$ cat config.mk
export PLATFORM = sky130hd
export DESIGN_NAME = glb_proc_arbiter
export DESIGN_NICKNAME = d
export VERILOG_FILES = /design/src/rtl/glb_proc_arbiter.sv
export SDC_FILE = /design/constraint.sdc
export NUM_CORES = 1
export LEC_CHECK = 0
export CELL_PAD_IN_SITES_DETAIL_PLACEMENT = 1
export CELL_PAD_IN_SITES_GLOBAL_PLACEMENT = 1
export CORE_AREA = 10 10 265 267
export CTS_BUF_LIST = sky130_fd_sc_hd__clkbuf_2 sky130_fd_sc_hd__clkbuf_4 sky130_fd_sc_hd__clkbuf_8
export CTS_CLUSTER_SIZE = 28
export DETAILED_ROUTE_END_ITERATION = 7
export DIE_AREA = 0 0 275 277
export PLACE_DENSITY_LB_ADDON = 0.1
export SYNTH_ARGS = -nofsm -noshare
export SYNTH_HDL_FRONTEND = slang
export SYNTH_SLANG_ARGS = --single-unit
$ cat constraint.sdc
create_clock -name clk -period 21.4 [get_ports clk]
set_input_delay 6.42 -clock clk [delete_from_list [all_inputs] [get_ports clk]]
set_output_delay 6.42 -clock clk [all_outputs]
set_load 0.02 [all_outputs]
$ cat src/rtl/glb_proc_arbiter.sv
// Round-robin arbiter sharing the GLB processor packet port among NUM_REQ requesters,
// with an in-order issuer FIFO for read returns. Optional stall counters: GLB_PROC_ARB_PERF_EN.
module glb_proc_arbiter #(
    parameter int NUM_REQ       = 4,
    parameter int ADDR_WIDTH    = 19,
    parameter int DATA_WIDTH    = 64,
    parameter int STRB_WIDTH    = DATA_WIDTH / 8,
    parameter int RD_FIFO_DEPTH = 8
) (
    input  logic                                 clk,
    input  logic                                 reset_n,
    input  logic [NUM_REQ-1:0]                   req_wr_en,
    input  logic [NUM_REQ*STRB_WIDTH-1:0]        req_wr_strb,
    input  logic [NUM_REQ*ADDR_WIDTH-1:0]        req_wr_addr,
    input  logic [NUM_REQ*DATA_WIDTH-1:0]        req_wr_data,
    input  logic [NUM_REQ-1:0]                   req_rd_en,
    input  logic [NUM_REQ*ADDR_WIDTH-1:0]        req_rd_addr,
    output logic [NUM_REQ-1:0]                   req_gnt,
    output logic [DATA_WIDTH-1:0]                req_rd_data,
    output logic [NUM_REQ-1:0]                   req_rd_data_valid,
    output logic                                 proc_packet_wr_en,
    output logic [STRB_WIDTH-1:0]                proc_packet_wr_strb,
    output logic [ADDR_WIDTH-1:0]                proc_packet_wr_addr,
    output logic [DATA_WIDTH-1:0]                proc_packet_wr_data,
    output logic                                 proc_packet_rd_en,
    output logic [ADDR_WIDTH-1:0]                proc_packet_rd_addr,
    input  logic [DATA_WIDTH-1:0]                proc_packet_rd_data,
    input  logic                                 proc_packet_rd_data_valid,
    output logic [$clog2(RD_FIFO_DEPTH+1)-1:0]   rd_outstanding,
    output logic                                 err_unexpected_rd
`ifdef GLB_PROC_ARB_PERF_EN
    ,
    output logic [NUM_REQ*16-1:0]                perf_stall_cnt
`endif
);

    localparam int IDX_W = $clog2(NUM_REQ);
    localparam int PTR_W = $clog2(RD_FIFO_DEPTH);
    localparam int CNT_W = $clog2(RD_FIFO_DEPTH + 1);

    // Reset asserts asynchronously but releases on a clock edge.
    logic [1:0] r_rst_sync;
    logic       w_rst_n;

    always_ff @(posedge clk or negedge reset_n) begin
        if (!reset_n) r_rst_sync <= 2'b00;
        else          r_rst_sync <= {r_rst_sync[0], 1'b1};
    end

    assign w_rst_n = r_rst_sync[1];

    logic [IDX_W-1:0] r_ptr;
    logic [CNT_W-1:0] r_count;
    logic [PTR_W-1:0] r_wr_ptr;
    logic [PTR_W-1:0] r_rd_ptr;
    logic [IDX_W-1:0] r_fifo [RD_FIFO_DEPTH];
    logic             r_err;

    logic                r_wr_en;
    logic [STRB_WIDTH-1:0] r_wr_strb;
    logic [ADDR_WIDTH-1:0] r_wr_addr;
    logic [DATA_WIDTH-1:0] r_wr_data;
    logic                r_rd_en;
    logic [ADDR_WIDTH-1:0] r_rd_addr;

    logic               w_pop;
    logic [IDX_W-1:0]   w_head;
    logic               w_rd_room;
    logic [NUM_REQ-1:0] w_elig;
    logic               w_found;
    logic [IDX_W-1:0]   w_gnt_idx;
    logic [IDX_W-1:0]   w_cand;
    logic [NUM_REQ-1:0] w_gnt;
    logic               w_gnt_wr;
    logic               w_gnt_rd;
    logic [IDX_W-1:0]   w_ptr_nxt;
    logic [NUM_REQ-1:0] w_rd_valid;

    assign w_pop  = w_rst_n & proc_packet_rd_data_valid & (r_count != '0);
    assign w_head = r_fifo[r_rd_ptr];

    // A return in this cycle frees a slot before the new read is pushed.
    assign w_rd_room = w_pop | (r_count != CNT_W'(RD_FIFO_DEPTH));
    assign w_elig    = req_wr_en | (req_rd_en & {NUM_REQ{w_rd_room}});

    always_comb begin
        w_found   = 1'b0;
        w_gnt_idx = '0;
        w_cand    = '0;
        for (int i = 0; i < NUM_REQ; i++) begin
            w_cand = IDX_W'((int'(r_ptr) + i) % NUM_REQ);
            if (w_rst_n && !w_found && w_elig[w_cand]) begin
                w_found   = 1'b1;
                w_gnt_idx = w_cand;
            end
        end
    end

    always_comb begin
        w_gnt = '0;
        if (w_found) w_gnt[w_gnt_idx] = 1'b1;
    end

    assign req_gnt   = w_gnt;
    assign w_gnt_wr  = w_found & req_wr_en[w_gnt_idx];
    assign w_gnt_rd  = w_found & ~req_wr_en[w_gnt_idx];
    assign w_ptr_nxt = (w_gnt_idx == IDX_W'(NUM_REQ - 1)) ? '0 : w_gnt_idx + 1'b1;

    always_ff @(posedge clk or negedge w_rst_n) begin
        if (!w_rst_n) begin
            r_ptr     <= '0;
            r_wr_en   <= 1'b0;
            r_wr_strb <= '0;
            r_wr_addr <= '0;
            r_wr_data <= '0;
            r_rd_en   <= 1'b0;
            r_rd_addr <= '0;
        end else begin
            if (w_found) r_ptr <= w_ptr_nxt;
            r_wr_en <= w_gnt_wr;
            r_rd_en <= w_gnt_rd;
            if (w_gnt_wr) begin
                r_wr_strb <= req_wr_strb[w_gnt_idx*STRB_WIDTH +: STRB_WIDTH];
                r_wr_addr <= req_wr_addr[w_gnt_idx*ADDR_WIDTH +: ADDR_WIDTH];
                r_wr_data <= req_wr_data[w_gnt_idx*DATA_WIDTH +: DATA_WIDTH];
            end
            if (w_gnt_rd) begin
                r_rd_addr <= req_rd_addr[w_gnt_idx*ADDR_WIDTH +: ADDR_WIDTH];
            end
        end
    end

    // Issuer storage needs no reset; validity is carried by the pointers and count.
    always_ff @(posedge clk) begin
        if (w_gnt_rd) r_fifo[r_wr_ptr] <= w_gnt_idx;
    end

    always_ff @(posedge clk or negedge w_rst_n) begin
        if (!w_rst_n) begin
            r_wr_ptr <= '0;
            r_rd_ptr <= '0;
            r_count  <= '0;
            r_err    <= 1'b0;
        end else begin
            if (w_gnt_rd) r_wr_ptr <= r_wr_ptr + 1'b1;
            if (w_pop)    r_rd_ptr <= r_rd_ptr + 1'b1;
            case ({w_gnt_rd, w_pop})
                2'b10:   r_count <= r_count + 1'b1;
                2'b01:   r_count <= r_count - 1'b1;
                default: r_count <= r_count;
            endcase
            if (proc_packet_rd_data_valid && (r_count == '0)) r_err <= 1'b1;
        end
    end

    always_comb begin
        w_rd_valid = '0;
        if (w_pop) w_rd_valid[w_head] = 1'b1;
    end

    assign req_rd_data_valid   = w_rd_valid;
    assign req_rd_data         = w_pop ? proc_packet_rd_data : '0;
    assign rd_outstanding      = r_count;
    assign err_unexpected_rd   = r_err;
    assign proc_packet_wr_en   = r_wr_en;
    assign proc_packet_wr_strb = r_wr_strb;
    assign proc_packet_wr_addr = r_wr_addr;
    assign proc_packet_wr_data = r_wr_data;
    assign proc_packet_rd_en   = r_rd_en;
    assign proc_packet_rd_addr = r_rd_addr;

`ifdef GLB_PROC_ARB_PERF_EN
    logic [NUM_REQ-1:0] w_active;
    logic [15:0]        r_stall [NUM_REQ];

    assign w_active = req_wr_en | req_rd_en;

    // Counts every waiting cycle, including reads held off by a full FIFO.
    always_ff @(posedge clk or negedge w_rst_n) begin
        if (!w_rst_n) begin
            for (int i = 0; i < NUM_REQ; i++) r_stall[i] <= '0;
        end else begin
            for (int i = 0; i < NUM_REQ; i++) begin
                if (w_active[i] && !w_gnt[i] && (r_stall[i] != 16'hFFFF)) begin
                    r_stall[i] <= r_stall[i] + 16'd1;
                end
            end
        end
    end

    for (genvar g = 0; g < NUM_REQ; g++) begin : g_perf
        assign perf_stall_cnt[g*16 +: 16] = r_stall[g];
    end
`endif

endmodule
# Word level (Yosys, flattened, before mapping)
# Memories as Yosys holds them, arrays and structs flattened.
# Cells that the tools add are included.
# classes
add_sub_neg	8
mul	1
magnitude_cmp	8
eq_ne	4
shift	4
mux	29
bitwise	8
reduce_logical	16
# ops
operator	n
$shiftx A256 B9 Y64	1
$shiftx A76 B8 Y19	2
$mux W64	1
$shiftx A32 B6 Y8	1
$lt A2 B3 Y1 const B	6
$mux W1	13
$bmux W1 S2	5
$logic_and A1 B1 Y1	10
$mux W2	5
$mux W4	2
$pmux W4 S2	1
$mul A2 B5 Y7 const B	1
$add A3 B1 Y3 const B	2
$add A2 B1 Y2 const B	2
$add A2 B2 Y2 const B	2
$add A4 B1 Y4 const B	1
$and A1 B1 Y1	4
$and A4 B4 Y4	1
$demux W1 S2	2
$eq A2 B2 Y1 const B	2
$ge A2 B1 Y1 const B	2
$logic_not A4 Y1	1
$ne A4 B4 Y1 const B	1
$or A4 B4 Y4	1
other kinds (7)	9
# word_totals
register_bits	127
mem_bits_rw	16
wordCells	91
memories	1
# memory_table
name	depth	word_bits	read_ports	rd_ports_with_merged_regs	write_ports	line_no	rtl
r_fifo	8	2	1	0	1	56	logic [IDX_W-1:0] r_fifo [RD_FIFO_DEPTH];

# Depth between registers and ports, before layout
# logic_depth
ltp_word	27
ltp_mapped	17
depth_no_buf	15

# Worst setup path after synthesis
# OpenSTA, ideal clock, no wires.
# synth_timing
kind	in2out
start	input proc_packet_rd_data_valid
end	output req_gnt[1]
arrival_ns	8.899
t_required_ns	14.980
path_slack_ns	6.081
stages	12
path_buffers	3
path_cell_list	and2_1 buf_2 o32a_4 a31o_1 or3_4 o21bai_1 nand2_1 buf_4 buf_2 inv_1 ha_1 nor2b_1
# synth_between
elab_chain_len	26
word_cells_on_any_way	37
# synth_rtl
item	line_no	rtl
from (decl)	28	input logic proc_packet_rd_data_valid,
$and A1 B1 Y1 (*) (2 in series)	79	assign w_pop = w_rst_n & proc_packet_rd_data_valid & (r_count != '0);
$or A1 B1 Y1 (*)	83	assign w_rd_room = w_pop | (r_count != CNT_W'(RD_FIFO_DEPTH));
$and A4 B4 Y4 (*)	84	assign w_elig = req_wr_en | (req_rd_en & {NUM_REQ{w_rd_room}});
$or A4 B4 Y4 (*)	84	
$bmux W1 S2	92	if (w_rst_n && !w_found && w_elig[w_cand]) begin
$mux W1 (not written as such)	92	
$logic_and A1 B1 Y1	92	
$mux W1	92	
[... 9 more ...]	--	
$logic_and A1 B1 Y1 (2 in series)	92	
$mux W2 (*)	92	
via w_gnt_idx[1]	71	logic [IDX_W-1:0] w_gnt_idx;
$lt A2 B3 Y1 (not written as such) / $ge A2 B1 Y1 (equally long branches)	101	if (w_found) w_gnt[w_gnt_idx] = 1'b1;
$logic_and A1 B1 Y1 (not written as such)	101	
$mux W1 (not written as such)	101	
$demux W1 S2 (*)	101	
$mux W4 (*)	101	
to (decl)	18	output logic [NUM_REQ-1:0] req_gnt,
# Mark *: on every way through the listed nets, which the timed path passes. The rest lies on a longest branch. The select of a mux whose other input is x is not followed.

# Worst setup path after layout
# layout_timing
start	input proc_packet_rd_data_valid
end	output req_gnt[0]
# The elaborated chain is that of the path after synthesis.

==> out/results.ini <==
[cells_and_area]
num-nets-final = 2041
stdcell_count = 2400
layout-drive-gt1-share_pct = 9.54
finish.utilization_pct = 28.6
final_area_um2 = 18600
fill_cells = 7202
multi_input_area_um2 = 6300
syn2layout_area_growth_pct = 80.6
seq_area_um2 = 3660

[yosys]
proportion_of_synthesized_chip_area_in_sequential_cells_pct = 35.4
syn-num-nets = 1371
synth_seq_cells = 143
synth_edf_count = 16
post_synth_fa_ha_maj_area_fraction_pct = 1.09
post_synth_instance_area_um2 = 10300
post_synth_xor_area_fraction_pct = 0.764
synth-async-reset-ratio_pct = 88.8
yosys-mux-area-fraction_pct = 48.5
yosys.area_share.simple_pct = 6.98
yosysUniqueCellTypes = 60
dominantRegCellSynth = sky130_fd_sc_hd__dfrtp_1
main_combinational_cell_family_by_area_after_synthesis = multiplexers
syn_warnings = 0
synth.avg_cell_area_um2 = 12.2
netlist_instances = 847
synth-compound-area-share_pct = 3.47

[place]
port_buffers = 703
placed_cell_area_um2 = 18200
numPlacedInstances = 2361
pre_cts_slack_ps = 4630
place_congestion = 0.744
hpwlAfterDp_um = 47400

[timing]
maxSlewHeadroom_pct = 35.0
report.final.setup_viol = 0
unrepaired_setup_endpoints_after_global_routing = false
finalMaxSlewViolations = 0
final_period_minus_worst_setup_slack_ps = 16650
fmaxAchievable_ghz = 0.0601
tightestPinTransition_ps = 976
finalCritPeriodShare_pct = 77.8
tns_ps = 0
timing.final.hold_violations = 0
worst_clock_skew_ps = 12.3
worst_slack_ps = 4750

[routing]
vias = 9365
routed_wl_um = 57100
viasPerCell = 3.90
drcViolationCount = 0
first_pass_iters = 4
drt.antenna.violating_nets = 0
drt_iter0_markers = 298
routed_wire_length_per_instance_um = 23.8

[cts]
post-cts-setup-buffer-count = 0
insertion_delay_ps = 530
ctsLongestPathBuffers = 2
cts_resizes = 0
cts_tree = yes
ctsHtreeMaxLevel = 4
clk_pin_slew_ps = 90
cts.sinks = 143
cts-buffers-inserted = 17
ctsRootBufferMaster = sky130_fd_sc_hd__clkbuf_8
cts_hold_repair.buffers = 0

[global_routing]
grt_antenna_before_repair = 16
grt_start_max_net_pins = 78
gr-usage-met1_pct = 14.2
top_usage_layer = met2
grt_first_pass_wirelength_um = 78800
grtUsageTotal_pct = 14.5
met3_usage_pct = 7.44
first_global_vias = 10600
globalRouteMet2Util_pct = 26.4
grt_overflow = 0

[power]
power.density_cell_area_nw_per_um2 = 114
power.leakage_uw = 0.00808
max-vdd-ir-drop_v = 0.0000442

[setup_path]
ws_path_type = primary input to primary output
worst_setup_path_start_kind = primary input
critical_path.endpoint_type = primary output
reg2reg_setup_slack_ps = 15380
crit_arrival_ps = 10230
timing.critical_path.required_ps = 14980
peak_fanout_along_the_critical_path = 77
crit-reg2reg-launch = r_rst_sync[1]
startpoint = proc_packet_rd_data_valid

[floorplan]
design.die.area_um2 = 76200
coreArea_um2 = 65200
ios = 704
die_width_um = 275
chip_height_um = 277
initial_core_utilization_pct = 15.8
placement_rows = 94

[worst_hold_path]
hp-class = flip-flop to async pin

[job]
max_cap_violations = 0

[run_status]
status = finished, final reports clean

## metal layers
layer / share of wire (%) / routed length (µm)
met1: 35 / 20000
met3: 11 / 6290
met4: 1.5 / 871
met5: 0.13 / 77
met2: 52 / 29900
## layout make-up
cell class | count | share of cell area [%]
inverters | 11 | 0.262
flip-flops and latches | 143 | 19.6
repair buffers | 713 | 38.2
well taps | 864 | 5.80
clock buffers | 21 | 1.52
multi-input cells | 631 | 33.8
diodes | 6 | 0.0805
clock inverters | 11 | 0.685
## synthesized netlist by cell type (2+ instances only)
master | n | share of area [%]
sky130_fd_sc_hd__a211oi_1 | 4 | 0.29
sky130_fd_sc_hd__a211oi_2 | 2 | 0.24
sky130_fd_sc_hd__a21o_1 | 2 | 0.15
sky130_fd_sc_hd__a21oi_1 | 4 | 0.19
sky130_fd_sc_hd__and2_1 | 66 | 4.0
sky130_fd_sc_hd__buf_1 | 2 | 0.073
sky130_fd_sc_hd__buf_2 | 24 | 1.2
sky130_fd_sc_hd__buf_6 | 10 | 1.1
sky130_fd_sc_hd__clkbuf_1 | 25 | 0.91
sky130_fd_sc_hd__dfrtp_1 | 127 | 31
sky130_fd_sc_hd__edfxtp_1 | 16 | 4.7
sky130_fd_sc_hd__ha_1 | 9 | 1.1
sky130_fd_sc_hd__inv_1 | 9 | 0.33
sky130_fd_sc_hd__mux2_1 | 32 | 3.5
sky130_fd_sc_hd__mux2_2 | 5 | 0.55
sky130_fd_sc_hd__mux2_4 | 79 | 11
sky130_fd_sc_hd__mux2i_1 | 331 | 32
sky130_fd_sc_hd__mux4_2 | 4 | 0.87
sky130_fd_sc_hd__nand2_1 | 12 | 0.44
sky130_fd_sc_hd__nand2b_1 | 4 | 0.24
sky130_fd_sc_hd__nand3_1 | 2 | 0.097
sky130_fd_sc_hd__nor2_1 | 9 | 0.33
sky130_fd_sc_hd__nor2b_1 | 4 | 0.24
sky130_fd_sc_hd__nor3_1 | 7 | 0.34
sky130_fd_sc_hd__nor4_1 | 5 | 0.30
sky130_fd_sc_hd__nor4b_1 | 2 | 0.17
sky130_fd_sc_hd__o21ai_0 | 5 | 0.24
sky130_fd_sc_hd__o21bai_1 | 2 | 0.15
sky130_fd_sc_hd__o311ai_1 | 3 | 0.25
sky130_fd_sc_hd__o32a_1 | 2 | 0.19
sky130_fd_sc_hd__or3_1 | 3 | 0.18
sky130_fd_sc_hd__xnor2_1 | 3 | 0.25
sky130_fd_sc_hd__xor2_1 | 6 | 0.51
## layout by cell type (no fill, tap or decap), types with 11 or more instances in the layout
cell	instances
sky130_fd_sc_hd__mux2_4	79
sky130_fd_sc_hd__mux2_1	32
sky130_fd_sc_hd__mux2i_1	331
sky130_fd_sc_hd__clkbuf_8	20
sky130_fd_sc_hd__edfxtp_1	16
sky130_fd_sc_hd__nand2_1	11
sky130_fd_sc_hd__dfrtp_1	126
sky130_fd_sc_hd__clkdlybuf4s50_1	703
sky130_fd_sc_hd__and2_1	66
## worst paths after layout
check,cells past startpoint,endpoint
hold reg to reg,0,proc_packet_wr_addr[9]
min in group clk,0,r_rst_sync[1]
setup reg to reg,11,proc_packet_wr_data[46]
max in group asynchronous,1,r_rst_sync[1]
setup / recovery,10,req_gnt[0]
hold / removal,0,proc_packet_wr_addr[9]
## worst max-delay path: stages
cell and delay, ps:
sky130_fd_sc_hd__clkdlybuf4s50_1 500, sky130_fd_sc_hd__and2_1 380, sky130_fd_sc_hd__o31a_1 400, sky130_fd_sc_hd__o311ai_1 160
sky130_fd_sc_hd__nand4_1 130, sky130_fd_sc_hd__nand3_1 510, sky130_fd_sc_hd__inv_8 670, sky130_fd_sc_hd__ha_1 250
sky130_fd_sc_hd__nor2b_1 130, sky130_fd_sc_hd__clkdlybuf4s50_1 620
## sequential cells by signal, indices dropped and copies added, names as in the netlist, 3 cells and up
signal and flops:
proc_packet_rd_addr 19, proc_packet_wr_addr 19, proc_packet_wr_data 64, proc_packet_wr_strb 8
r_fifo 16, r_rd_ptr 3, r_wr_ptr 3, rd_outstanding 4
## metrics by stage
step | hold slack (ps) | power (µW)
after global routing | 363 | 2270
after CTS | 349 | 2180
after detailed placement | 336 | 1920
after global placement | 338 | 1920
after floorplan | 331 | 1320
final | 308 | 2120
## report_power, final
| group | switching, µW | internal, µW |
|---|---|---|
| Sequential | 93.5 | 408 |
| Combinational | 674 | 705 |
| Clock | 126 | 115 |
## cells by family (layout without fill, tap and decap cells)
logic type,after synthesis,after routing
compound gates,40,40
fa+ha+maj,9,9
other cells,1,7
flops,143,143
buf+inv,73,756
xor+xnor,9,9
mux,451,451
simple gates,121,121
No activity file was read; power rests on OpenSTA's default activity.
